`src/rtl/icache_line_buffer.sv`:
```
// Single-line instruction buffer answering the IF1 fetch handshake.
// Hits are served combinationally; misses refill the line with one memory burst.
module icache_line_buffer #(
    parameter int unsigned ADDR_W     = 32,
    parameter int unsigned LINE_WORDS = 4
) (
    input  logic              clk,
    input  logic              rstn,
    input  logic              ICache_valid,
    input  logic [ADDR_W-1:0] ICache_addr,
    output logic              ICache_ready,
    output logic [31:0]       ICache_inst,
    input  logic              invalidate,
    output logic              rd_req,
    output logic [ADDR_W-1:0] rd_addr,
    input  logic              rd_rdy,
    input  logic              ret_valid,
    input  logic              ret_last,
    input  logic [31:0]       ret_data
);

    localparam int unsigned IDX_W = $clog2(LINE_WORDS);
    localparam int unsigned OFF_W = IDX_W + 2;
    localparam int unsigned TAG_W = ADDR_W - OFF_W;

    typedef enum logic [1:0] {
        StIdle,
        StReq,
        StRefill,
        StDone
    } state_e;

    state_e            r_state;
    state_e            w_state_next;
    logic              r_line_valid;
    logic [TAG_W-1:0]  r_tag;
    logic [31:0]       r_line [LINE_WORDS];
    logic [IDX_W-1:0]  r_cnt;
    logic              r_drop;
    logic [ADDR_W-1:0] r_rd_addr;

    logic [TAG_W-1:0]  w_tag;
    logic [IDX_W-1:0]  w_idx;
    logic              w_hit;
    logic              w_miss;
    logic              w_unused;

    assign w_tag    = ICache_addr[ADDR_W-1:OFF_W];
    assign w_idx    = ICache_addr[OFF_W-1:2];
    assign w_hit    = (r_state == StIdle) && r_line_valid && (w_tag == r_tag);
    assign w_miss   = ICache_valid && !w_hit && !invalidate;
    assign w_unused = ^ICache_addr[1:0];

    // State register
    always_ff @(posedge clk) begin
        if (!rstn) begin
            r_state <= StIdle;
        end else begin
            r_state <= w_state_next;
        end
    end

    // Next-state logic
    always_comb begin
        w_state_next = r_state;
        unique case (r_state)
            StIdle:   if (w_miss) w_state_next = StReq;
            StReq:    if (rd_rdy) w_state_next = StRefill;
            StRefill: if (ret_valid && ret_last) w_state_next = StDone;
            StDone:   w_state_next = StIdle;
            default:  w_state_next = StIdle;
        endcase
    end

    // Outputs
    always_comb begin
        rd_req       = (r_state == StReq);
        rd_addr      = r_rd_addr;
        ICache_ready = ICache_valid && w_hit && !invalidate;
        ICache_inst  = r_line[w_idx];
    end

    // Line storage, tag, burst address and refill bookkeeping
    always_ff @(posedge clk) begin
        if (!rstn) begin
            r_line_valid <= 1'b0;
            r_tag        <= '0;
            r_cnt        <= '0;
            r_drop       <= 1'b0;
            r_rd_addr    <= '0;
            for (int i = 0; i < LINE_WORDS; i++) begin
                r_line[i] <= '0;
            end
        end else begin
            unique case (r_state)
                StIdle: begin
                    if (invalidate) begin
                        r_line_valid <= 1'b0;
                    end else if (ICache_valid && !w_hit) begin
                        r_rd_addr <= {w_tag, {OFF_W{1'b0}}};
                    end
                end
                StReq: begin
                    if (invalidate) r_drop <= 1'b1;
                    if (rd_rdy) r_cnt <= '0;
                end
                StRefill: begin
                    if (invalidate) r_drop <= 1'b1;
                    if (ret_valid) begin
                        r_line[r_cnt] <= ret_data;
                        r_cnt         <= r_cnt + IDX_W'(1);
                        if (ret_last) begin
                            r_tag        <= r_rd_addr[ADDR_W-1:OFF_W];
                            r_line_valid <= !(r_drop || invalidate);
                            r_drop       <= 1'b0;
                        end
                    end
                end
                StDone: begin
                    // Drop was already consumed at the last beat, so kill the line directly.
                    if (invalidate) r_line_valid <= 1'b0;
                end
                default: ;
            endcase
        end
    end

endmodule

```
`config.mk`:
```
export PLATFORM = sky130hd
export DESIGN_NAME = icache_line_buffer
export DESIGN_NICKNAME = d
export VERILOG_FILES = /design/src/rtl/icache_line_buffer.sv
export SDC_FILE = /design/constraint.sdc
export NUM_CORES = 1
export LEC_CHECK = 0
export CAP_MARGIN = 20
export CORE_MARGIN = 10
export CORE_UTILIZATION = 40
export CTS_CLUSTER_SIZE = 24
export DETAILED_ROUTE_END_ITERATION = 8
export SYNTH_ARGS = -nofsm -noshare
export SYNTH_HDL_FRONTEND = slang
export SYNTH_SLANG_ARGS = --single-unit
```
`constraint.sdc`:
```
create_clock -name clk -period 4.8 [get_ports clk]
set_input_delay 0.48 -clock clk [delete_from_list [all_inputs] [get_ports clk]]
set_output_delay 0.48 -clock clk [all_outputs]
set_load 0.01 [all_outputs]
```
# Word-level counts from Yosys, hierarchy flattened
# Memory sizes are Yosys's and may differ from the RTL's.
# Index checks and enable logic that the tools add are counted.
op_classes:
  n_addsub: 1
  eq_ne: 10
  mux: 23
  bitwise: 1
  reduce_logical: 21
ops:
  columns: ["cell", "n"]
  rows:
  - ["32-bit two-way mux", 1]
  - ["32-bit OR reduction", 1]
  - ["28-bit equality test", 1]
  - ["1-bit two-way mux", 12]
  - ["2-bit two-way mux", 6]
  - ["3-bit AND reduction", 4]
  - ["2-bit inequality test (second input constant)", 4]
  - ["2-bit case mux with 4 select lines", 1]
  - ["1-bit logical AND", 7]
  - ["2-bit equality test (second input constant)", 2]
  - ["2-bit by 1-bit inequality test with 1-bit output (second input constant)", 2]
  - ["1-bit case mux with 2 select lines", 2]
  - ["2-bit case mux with 2 select lines", 1]
  - ["4-bit AND reduction", 1]
  - ["2-bit nonzero test", 2]
  - ["1-bit zero test", 3]
  - ["2-bit by 1-bit adder with 2-bit output (second input constant)", 1]
  - ["2-bit by 1-bit equality test with 1-bit output (second input constant)", 1]
  - ["2-bit zero test", 1]
  - ["2-bit OR reduction", 1]
  - ["1-bit logical OR", 1]
  - ["1-bit NOT", 1]
totals:
  reg_bits: 62
  mem_bits_rw: 128
  input_bits: 71
  output_inout_bits: 66
  wordCells: 63
  mem_count: 1
mem_list:
  columns: ["name", "words", "word_bits", "read_ports", "rd_clocked_by_memory_dff", "wr", "line_no", "source"]
  rows:
  - ["r_line", 4, 32, 1, 0, 4, "37", "logic [31:0] r_line [LINE_WORDS];"]

# Longest topological paths before layout
# Gate-level depths: netlist of run 1.
depth:
  depth_word: 8
  depth_mapped: 8
  ltp_nobuf: 7

# Worst setup path after synthesis of run 1
# Ideal clock, no wire load.
synth_path:
  kind: "flip-flop to flip-flop"
  from: "register r_state[0]"
  to: "memory r_line[0][0], enable pin"
  arrival_time_ps: 3200
  path_slack_ps: 1134
  stages_incl_launch_ff: 6
  period_less_slack_ps: 3666
  path_cell_list: "dfxtp_1 -> inv_1 -> ha_1 -> clkbuf_1 -> nand2_1 -> o21ai_0"
synth_rtl:
  columns: ["item", "line_no", "source"]
  rows:
  - ["from (decl)", "33", "state_e r_state;"]
  - ["from (signal assigned)", "57", "r_state <= StIdle;"]
  - ["from (signal assigned)", "59", "r_state <= w_state_next;"]
  - ["to (decl)", "37", null]

# Worst setup path in the final report of run 1
layout_path:
  from: "input port ICache_addr[15]"
  to: "output port ICache_ready"
layout_between:
  elab_chain_cells: 4
layout_rtl:
  columns: ["item", "line_no", "source"]
  rows:
  - ["from (decl)", "10", "input logic [ADDR_W-1:0] ICache_addr,"]
  - ["28-bit equality test", "50", "assign w_hit = (r_state == StIdle) && r_line_valid && (w_tag == r_tag);"]
  - ["1-bit logical AND", "50", null]
  - ["1-bit logical AND (2 in a row)", "79", "ICache_ready = ICache_valid && w_hit && !invalidate;"]
  - ["to (decl)", "11", "output logic ICache_ready,"]
# Every way passes these cells.

==> flow_metrics.py, run 1 <==
metrics = {
    "status": {
        "status": "finished clean",
    },
    "power": {
        "powerDensity_nw_per_um2": 385,
        "peakVddDrop_mv": 0.255,
        "p_leak_nw": 3.96,
        "totalPowerFinal_w": 0.00391,
    },
    "clock_network": {
        "post_cts_resized": 0,
        "clock_sinks": 190,
        "cts_hold_buf": 0,
        "cts_buffers": 17,
        "clk_pin_slew_ns": 0.07,
        "clockBufferDepth": 2,
        "cts_tree": "built",
        "h-tree-depth": 4,
        "clk_latency_ns": 0.43,
        "cts_root_buf": "clkbuf_16",
        "postCtsSetupBuffers": 0,
    },
    "floorplan": {
        "die_w_um": 161,
        "die_area_um2": 26100,
        "initial_utilization": 0.408,
        "core_um2": 19600,
        "fp.dieH_um": 161,
        "placementRows": 51,
        "boundaryPins": 137,
    },
    "sta": {
        "rsz0062_at_grt": "false",
        "period_minus_slack_ns": 3.27,
        "hold_viol_final": 0,
        "slew_viol_final": 0,
        "timing.fmax_mhz": 306,
        "setup_violations": 0,
        "fin_hold_ws_ns": 0.467,
        "fin_worst_skew_ns": 0.0109,
        "fin_tns_setup_ns": 0,
        "worst_slack_ns": 1.53,
        "tightest_slew_ns": 0.977,
        "relSlewSlack": 0.346,
        "period_share": 0.680,
    },
    "drt": {
        "wl_met3_um": 1630,
        "num_vias": 5239,
        "wl_per_cell_um": 18.4,
        "remaining_drc_errors": 0,
        "dr.pass1.iters": 5,
        "ant_nets": 0,
        "wl_met1_um": 7980,
        "viasPerCell": 4.96,
        "drt-total-wl_um": 19400,
        "highest_layer": "met5",
        "drt_iter0_drc": 245,
        "wl_met2_um": 9620,
    },
    "critical_path": {
        "start_kind": "input port",
        "crit_required_ns": 4.32,
        "crit_type": "in -> out",
        "r2r_slack_ns": 2.07,
        "arrival_ns": 2.79,
        "crit_fanout": 3,
        "endpoint_kind": "output pin",
    },
    "final_layout": {
        "diodes": 0,
        "multiInputGateArea_um2": 2630,
        "regArea_um2": 5080,
        "drive_gt1_frac": 0.107,
        "final_nets": 853,
        "final_cell_mix": "128 x clkdlybuf4s50_1, 128 x edfxtp_1, 127 x nor2_1",
        "num-fill-cells": 1724,
        "areaGrowthSynthToFinish_pct": 26.9,
    },
    "yosys": {
        "synth-seq-cells": 190,
        "syn_area_um2": 8000,
        "synth-edff-count": 128,
        "synth_area_per_cell_um2": 12.2,
        "synth_cells": 658,
        "ys_types": 34,
        "async_flop_share": 0,
        "yosysSeqAreaShare": 0.635,
        "synthFlopType": "edfxtp_1",
        "yosysWarningCount": 0,
    },
    "global_route": {
        "grt_pass1_wl_um": 30700,
        "antenna_found_initial": 1,
        "grt_usage": 0.150,
        "grt_max_degree": 61,
        "grt_pass1_vias": 5754,
        "overflow": 0,
    },
    "placed_design": {
        "pre_cts_ws_ns": 1.42,
        "portBuffers": 130,
        "dp_hpwl_um": 12900,
        "globalplace.congestion": 0.762,
    },
    "worst_hold_path": {
        "min_path_type": "reg -> reg",
    },
    "flow_run": {
        "maxCapViolations": 0,
    },
}
## synth_stat cells, drive strengths merged (2+ instances only)
master  count  share of area
ha          4         0.0063
nor2      128          0.060
clkbuf     32          0.015
nand2      98          0.046
inv        35          0.016
edfxtp    128           0.48
mux2i      31          0.039
nand3       2         0.0013
xor2       27          0.030
nand2b      5         0.0039
buf        12          0.013
o21ai       8         0.0050
nor4        7         0.0055
dfxtp      62           0.16
a21oi      31          0.019
mux4       32          0.090
a22oi       2         0.0019
nand4       2         0.0016
## per-layer routing
metal | global-route usage | up-vias
met1 | 0.176 | 2564
met4 | 0.0372 | 2
met5 | 0 | -
li1 | - | 2491
met3 | 0.0547 | 15
met2 | 0.256 | 167
## power breakdown
part           switching, W  total [W]  internal, W
registers         0.0000490    0.00191      0.00186
logic              0.000333   0.000630     0.000298
clock network      0.000643    0.00138     0.000733
total               0.00102    0.00391      0.00289
## metrics by stage
step	instances	utilization	cell area [µm²]
finish	1056	0.518	10200
global route	1056	0.518	10200
CTS	1056	0.518	10200
detailed placement	1024	0.489	9580
global placement	1023	0.488	9550
floorplan	661	-	8010
## kinds of logic after synthesis
kind of cell,count (synthesis),share of synthesized area
DFF,190,0.635
xor gates and xnor gates,28,0.0306
adders and majority gates,4,0.00626
buffers and inverters,80,0.0449
AOI/OAI and AO/OA,46,0.0322
other,1,0.000469
and+or+nand+nor,246,0.121
muxes,63,0.129
## area by class of cell
| type | count | share of cell area |
|---|---|---|
| clock buffers | 17 | 0.0419 |
| clock inverters | 15 | 0.0145 |
| inverters | 36 | 0.0133 |
| multi-input cells | 391 | 0.259 |
| flip-flops and latches | 190 | 0.501 |
| well taps | 265 | 0.0327 |
| repair buffers | 142 | 0.138 |
## sequential cells by signal, indices dropped and copies added (netlist names)
register and cells:
r_line 128, r_tag 28, rd_addr 28, r_cnt 2, r_state 2, r_drop 1
r_line_valid 1
## critical path, stage by stage
cell and delay [ns]:
clkdlybuf4s50_1 0.44, xor2_1 0.19, nor4_1 0.45, nand4_1 0.33
nor4_1 0.29, clkdlybuf4s50_1 0.60
## path summary, 6_finish.rpt
path,from,end,depth (start not counted)
worst max-delay path,ICache_addr[15],ICache_ready,6
worst min register to register,rd_addr[11],r_tag[7],2
worst max register to register,r_tag[11],rd_addr[4],7
worst min-delay path,rd_addr[11],r_tag[7],2
(Power assumes the default switching activity.)
==> inputs of run 2 (changes only) <==
- clock period: 4.8 -> 3.1 ns (I/O delays scaled with it)
==> run 2 against run 1 <==
  * Flip-flop and latch count did not move
  * Power up 54%
  * Critical path depth fell by 1
  * Critical path type is now reg -> out
==> flow_metrics.py, run 2 (synthesis gave the netlist of run 1 again) <==
metrics = {
    "final_layout": {
        "fin_util": 0.522,
        "num-fill-cells": 1743,
        "multiInputGateArea_um2": 2630,
        "drive_gt1_frac": 0.118,
        "regArea_um2": 5080,
        "fin_cells": 1065,
        "top_register": "r_line",
        "largest_reg_flops": 128,
        "areaGrowthSynthToFinish_pct": 27.8,
        "fin_area_um2": 10200,
        "diodes": 0,
        "final_nets": 862,
        "final_cell_mix": "128 x clkdlybuf4s50_1, 128 x edfxtp_1, 127 x nor2_1",
    },
    "worst_hold_path": {
        "hold_path_end": "r_tag[11]",
        "min-delay-start": "r_tag[11]",
        "min_path_type": "reg -> reg",
        "hold_depth": 2,
    },
    "global_route": {
        "grt_pass1_wl_um": 30300,
        "grt_util_met3": 0.0577,
        "grt_pass1_vias": 5706,
        "grt_usage": 0.148,
        "overflow": 0,
        "use_met1": 0.169,
        "use_met2": 0.253,
        "grt_max_degree": 61,
        "top_usage_layer": "met2",
        "antenna_found_initial": 0,
    },
    "floorplan": {
        "initial_utilization": 0.408,
        "boundaryPins": 137,
        "placementRows": 51,
        "fp.dieH_um": 161,
        "core_um2": 19600,
        "die_w_um": 161,
        "die_area_um2": 26100,
    },
    "clock_network": {
        "h-tree-depth": 4,
        "clk_pin_slew_ns": 0.07,
        "clk_latency_ns": 0.43,
        "cts_root_buf": "clkbuf_16",
        "clockBufferDepth": 2,
        "cts_buffers": 17,
        "post_cts_resized": 0,
        "postCtsSetupBuffers": 0,
        "clock_sinks": 190,
        "cts_tree": "built",
        "cts_hold_buf": 0,
    },
    "critical_path": {
        "rr_startpoint": "r_tag[5]",
        "start_kind": "flip-flop",
        "crit_type": "reg -> out",
        "worst_r2r_endpoint": "rd_addr[12]",
        "endpoint_kind": "output pin",
        "crit_fanout": 2,
        "arrival_ns": 2.52,
        "r2r_slack_ns": 0.73,
        "crit_required_ns": 2.79,
        "rr_worst_depth": 8,
    },
    "sta": {
        "period_share": 0.913,
        "timing.fmax_mhz": 353,
        "fin_tns_setup_ns": 0,
        "rsz0062_at_grt": "false",
        "relSlewSlack": 0.423,
        "setup_violations": 0,
        "period_minus_slack_ns": 2.83,
        "fin_worst_skew_ns": 0.00931,
        "hold_viol_final": 0,
        "tightest_slew_ns": 0.866,
        "slew_viol_final": 0,
    },
    "power": {
        "peakVddDrop_mv": 0.378,
        "p_leak_nw": 4.00,
        "powerDensity_nw_per_um2": 590,
        "totalPowerFinal_w": 0.00603,
    },
    "drt": {
        "remaining_drc_errors": 0,
        "wl_per_cell_um": 18.0,
        "drt-total-wl_um": 19200,
        "viasPerCell": 4.93,
        "drt_iter0_drc": 294,
        "num_vias": 5250,
        "ant_nets": 0,
        "dr.pass1.iters": 4,
    },
    "placed_design": {
        "globalplace.congestion": 0.754,
        "placed_area_um2": 9650,
        "dp_hpwl_um": 12500,
        "portBuffers": 130,
        "dp_cells": 1033,
    },
    "status": {
        "status": "finished clean",
    },
    "flow_run": {
        "maxCapViolations": 0,
    },
}
## run 2: cell count changes in the layout (fill, tap and decap cells not counted), sizes merged
cell,change
buf,+9
bufinv,-1
clkinv,+2
inv,-1
## run 2: worst max path at each step
stage / start / endpoint / slack, ns / cells past startpoint
4_1_cts: r_tag[10] / ICache_ready / 0.19 / 5
3_5_place_dp: ICache_addr[14] / ICache_ready / 0.20 / 6
6_report: r_tag[5] / ICache_ready / 0.27 / 5
3_3_place_gp: ICache_addr[14] / ICache_ready / 0.20 / 6
5_1_grt: r_tag[5] / ICache_ready / 0.13 / 5
2_1_floorplan: r_state[0] / r_line[0][0] / -0.57 / 5
## run 2: power breakdown
part           switching [W]  leakage, nW  internal [W]  total, W
sequential         0.0000716         1.83       0.00287   0.00295
clock                0.00102        0.277       0.00107   0.00209
combinational       0.000521         1.90      0.000474  0.000994
## run 2: area by class of cell
cell class | count | share of cell area
tap | 265 | 0.0324
clock buffer | 17 | 0.0416
multi-input combinational | 391 | 0.257
timing repair buffer | 151 | 0.144
inverter | 36 | 0.0132
sequential | 190 | 0.497
clock inverter | 15 | 0.0146
## run 2: per-layer routing
layer | vias up | part of all wire
li1 | 2512 | -
met1 | 2570 | 0.40
met2 | 148 | 0.50
met3 | 20 | 0.083
met4 | 0 | 0.013
met5 | - | 0
## run 2: per-stage QoR
step | hold slack (ns) | setup slack, ns
floorplan | 0.448 | -0.566
CTS | 0.469 | 0.194
finish | 0.468 | 0.268
global placement | 0.453 | 0.201
detailed placement | 0.459 | 0.201
global route | 0.482 | 0.125
## run 2: worst max-delay path, stage by stage, from the launching register on
cell,delay [ns]
dfxtp_1,0.32
xor2_1,0.18
nor4_1,0.49
nand4_1,0.19
nor4_1,0.31
clkdlybuf4s50_1,0.60
==> variant 1 (settings of run 2) <==
The parameter `LINE_WORDS` goes from 4 to 8.
--- a/src/rtl/icache_line_buffer.sv
+++ b/src/rtl/icache_line_buffer.sv
@@ -2,7 +2,7 @@
 // Hits are served combinationally; misses refill the line with one memory burst.
 module icache_line_buffer #(
     parameter int unsigned ADDR_W     = 32,
-    parameter int unsigned LINE_WORDS = 4
+    parameter int unsigned LINE_WORDS = 8
 ) (
     input  logic              clk,
     input  logic              rstn,
Formal check against the unedited RTL: not equivalent (Yosys sat finds a counterexample within 4 cycles, from zero or initial values and one cycle with rstn low).
==> variant 1 against run 2 <==
- wire length grew 77%
- combinational power grew 12%
- count of clock-buffer cells in the layout grew 31
- sequential cell count grew 127
- critical path depth grew 2
- first-iteration DRC count grew 40%
- global-route usage grew 1.2 points
- worst setup slack gained 180 ps
- area after synthesis grew 74%
- clock power grew 93%
- final area grew 68%
- total power grew 66%
- die area grew 64%
- core utilization shrank 2.2 points
- largest cell class unchanged
- highest routed layer is now met5
==> variant 1: results (changes against run 2) <==
clocking:
  clkTransAtPathRegs_ps: 60
  cts_root_buf: "clkbuf_16"
  htreeDepth: 2  # -2
  insertion_delay_ps: 530  # +100 ps
  clockBufferDepth: 3  # +1
  cts_buffers: 35  # +18
  cts_resized: 1  # +1
detailed_routing:
  top_layer: "met5"
  vias: 8053  # +53%
  drt_pass1_iterations: 6  # +2
  wl_met3_mm: 2.02  # +26%
  wl_per_cell_um: 21.4  # +19%
  drt_iter0_drc: 411  # +40%
  wl_met1_mm: 14.4  # +88%
  wl_met2_mm: 17.0  # +77%
finish:
  fillerInstances: 2986  # +71%
  top_register: "r_line"
  largest_register_ffs: 256  # +100%
  nets: 1178  # +37%
  drive_gt1_frac: 0.206  # +0.0889
synthesis:
  yosysSeqAreaShare: 0.638  # +0.00255
  synth_area_leaders: "edfxtp_1, and2_1, mux4_2"
  synthTopCellsByCount: "and2_1, edfxtp_1, mux4_2, nand2_1, dfxtp_1"
  synth-edff-count: 256  # +100%
  ys_types: 37  # +8.8%
  yosys_warnings: 0  # unchanged
setup_path:
  critPathLaunch: "r_tag[20]"
  crit_end: "ICache_ready"
  r2r_end: "r_line[5][31]"
  cp_max_fo: 2  # unchanged
  critPathMaxStageDelay_ps: 360  # -240 ps
  worst-endpoint-arrival_ps: 2340  # -180 ps
  r2r_cells: 7  # -1
  r2r-start: "r_state[0]"
  crit_slowest_cell: "nor4_1"
  reg2reg_slack_ps: 860  # +130 ps
worst_hold_path:
  min_path_type: "in -> reg"
timing:
  skew_ps: 24.4  # +15.1 ps
  slew_headroom: 0.619  # +0.196
grt:
  grt_pass1_wl_mm: 52.4  # +73%
  grt.total_usage: 0.160  # +0.0118
  grt_pass1_vias: 8651  # +52%
  grt_antenna_before_repair: 2  # +2
  grt_max_degree: 33  # -46%
power_and_ir_drop:
  ir_drop_v: 0.000315  # -17%
  leakagePower_nw: 6.26  # +56%
outcome:
  status: "finished clean"
place:
  io_buffers: 129  # -0.77%
  gp_congestion: 0.732  # -3.0%
  dpl.hpwl_mm: 20.9  # +68%
==> variant 1: changes by cell type in the layout (fill, tap and decap cells not counted), moves of 12 or more <==
cell | before | now
xor2_1 | 27 | 15
mux2i_1 | 31 | 2
nor2_1 | 127 | 6
clkbuf_16 | 17 | 36
edfxtp_1 | 128 | 256
buf_4 | 19 | 31
mux2_2 | 0 | 32
mux4_2 | 32 | 64
and2_1 | 0 | 256
a22o_2 | 0 | 25
inv_1 | 35 | 6
nand2_1 | 98 | 64
==> variant 1: where the power goes <==
group | total [mW] | internal (mW) | switching, mW
registers | 4.87 | 4.79 | 0.0825
clock network | 4.04 | 2.38 | 1.67
logic | 1.11 | 0.548 | 0.565
==> variant 1: area by class of cell <==
cell class	instances	area, um^2	area share
timing repair buffer	172	1770	0.103
inverter	7	26.3	0.00153
clock buffer	48	976	0.0567
multi-input combinational	569	4840	0.281
sequential	317	8910	0.517
clock inverter	16	136	0.00792
tap	455	569	0.0331
antenna	1	2.50	0.000145
==> variant 1: through the flow <==
step           utilization  instance area (um^2)  std cells  TNS [ps]  worst slack (ps)
6_report             0.500                 17200       1585         0               449
5_1_grt              0.500                 17200       1584         0               225
4_1_cts              0.500                 17200       1584         0              14.0
3_5_place_dp         0.467                 16100       1520         0              30.8
3_3_place_gp         0.467                 16100       1520         0              70.3
2_1_floorplan            -                 14000        957    -92630              -482
==> variant 1: cells by family after synthesis <==
logic type                 after synthesis  synth area share
DFF                                    317             0.638
and+or+nand+nor                        359             0.148
xor gates and xnor gates                27            0.0169
buffers and inverters                   71            0.0243
adders and majority gates                5           0.00448
other                                    1          0.000269
muxes                                   98             0.130
AOI/OAI and AO/OA                       75            0.0375
==> variant 1: how the worst min path moves through the flow <==
stage,from,endpoint,slack (ps),cells past startpoint
after floorplan,ICache_addr[11],rd_addr[11],440,1
after global placement,r_tag[8],r_tag[8],450,2
after detailed placement,r_tag[8],r_tag[8],460,2
after CTS,ICache_addr[28],rd_addr[28],430,2
after global routing,ICache_addr[11],rd_addr[11],440,2
final,ICache_addr[11],rd_addr[11],450,2
==> variant 1: metal layers <==
layer	GRT usage	up-vias
li1	-	3759
met2	0.274	181
met3	0.0376	37
met5	0	-
met1	0.205	4074
met4	0.0313	2
==> variant 2 (config.mk and constraints of run 2) <==
Without the edit above. Re-encode `state_e` (4 states) as one-hot, 4 bits wide.
--- a/src/rtl/icache_line_buffer.sv
+++ b/src/rtl/icache_line_buffer.sv
@@ -23,11 +23,11 @@
     localparam int unsigned OFF_W = IDX_W + 2;
     localparam int unsigned TAG_W = ADDR_W - OFF_W;
 
-    typedef enum logic [1:0] {
-        StIdle,
-        StReq,
-        StRefill,
-        StDone
+    typedef enum logic [3:0] {
+        StIdle   = 4'b0001,
+        StReq    = 4'b0010,
+        StRefill = 4'b0100,
+        StDone   = 4'b1000
     } state_e;
 
     state_e            r_state;
Behaviour: same outputs for any inputs over 4 cycles, from zero or initial values and one cycle with rstn low; so few cycles prove little.
==> variant 2 against run 2 <==
- count of clock-buffer cells in the layout did not move
- hold slack got worse by 7.9 ps
- worst setup slack improved by 31 ps
- die area rose by 4.5%
- clock skew rose by 4.1 ps
- wire length rose by 3.8%
- area after synthesis rose by 5.1%
- synthesized cell count fell by 0.30%
- sequential power fell by 4%
- sequential cell count rose by 2
- core utilization fell by 0.076 points
- total power fell by 8.2%
- final area rose by 4.5%
- critical endpoint unchanged
- largest power group unchanged
- highest routed layer unchanged
==> variant 2: results (changes against run 2) <==
outcome:
  status: "finished clean"
setup_path:
  r2r-start: "r_tag[11]"
  r2r_end: "rd_addr[15]"
  crit_slowest_cell: "or4_4"
  critPathLaunch: "ICache_addr[17]"
  reg2reg_slack_ps: 780  # +50 ps
  critPathMaxStageDelay_ps: 580  # -20 ps
timing:
  holdWs_ps: 460  # -7.89 ps
finish:
  nets: 856  # -0.70%
  fillerInstances: 1794  # +2.9%
  drive_gt1_frac: 0.125  # +0.00781
  fin_cells: 1069  # +0.38%
synthesis:
  synth_area_leaders: "edfxtp_1, dfxtp_1, and2_1"
  syn_area_per_cell_um2: 12.8  # +5.5%
  synthAdderAreaFrac: 0  # -0.00625
power_and_ir_drop:
  ir_drop_v: 0.000377  # about the same
  leakagePower_nw: 3.79  # -5.3%
grt:
  grt_antenna_before_repair: 1  # +1
  grt_max_degree: 51  # -16%
  grt_pass1_wl_mm: 31.3  # +3.2%
detailed_routing:
  vias: 5324  # +1.4%
place:
  gp_congestion: 0.771  # +2.2%
  place_inst: 1035  # +0.19%
  dp_slack_ps: 35.9  # -165 ps
  detailed_place.area_um2: 10100  # +4.4%
  dpl.hpwl_mm: 13.0  # +4.2%
worst_hold_path:
  hold_start: "r_drop"
  whs_endpoint: "r_drop"
==> variant 2: cell types whose count changed after synthesis, moves of 23 or more <==
| cell | before | now |
|---|---|---|
| nand2_1 | 98 | 121 |
| xor2_1 | 27 | 2 |
| xnor2_1 | 1 | 26 |
| inv_1 | 35 | 3 |
| and2_1 | 0 | 130 |
| a21oi_1 | 31 | 2 |
| nor2_1 | 128 | 4 |
==> variant 2: power by group <==
| part | leakage, nW | internal (mW) | total (mW) | switching (mW) |
|---|---|---|---|---|
| Clock | 0.287 | 1.15 | 2.17 | 1.03 |
| Combinational | 1.67 | 0.291 | 0.530 | 0.239 |
| Sequential | 1.84 | 2.80 | 2.84 | 0.0356 |
==> variant 2: routing by layer <==
metal,GRT usage,vias to the layer above,share of wire
li1,-,2544,-
met1,0.179,2628,0.42
met2,0.256,139,0.50
met3,0.0398,13,0.070
met4,0.0390,0,0.0066
met5,0,-,0
==> variant 2: area by class of cell <==
class	instances	area, um^2	share of cell area
clock inverters	15	161	0.0151
multi-input cells	421	3160	0.296
clock buffers	17	425	0.0398
diodes	1	2.50	0.000234
inverters	3	11.3	0.00105
flip-flops and latches	192	5120	0.480
well taps	270	338	0.0316
repair buffers	150	1460	0.137
==> variant 2: kinds of logic after synthesis <==
group,Yosys count
buffers and inverters,46
muxes,61
AOI/OAI and AO/OA,45
DFF,192
other,1
and+or+nand+nor,283
xor gates and xnor gates,28
==> variant 2: repair_timing <==
action	in CTS	in global routing
setup buffers	1	0
endpoints found under the setup margin	1	0
resized for setup	2	0
==> variant 2: how the worst max path moves through the flow <==
stage,slack (ps),end,depth (start not counted)
finish,300,ICache_ready,7
floorplan,-700,r_line[1][0],3
global route,180,ICache_ready,6
CTS,260,ICache_ready,6
detailed placement,40,ICache_ready,7
global placement,-10,ICache_ready,7
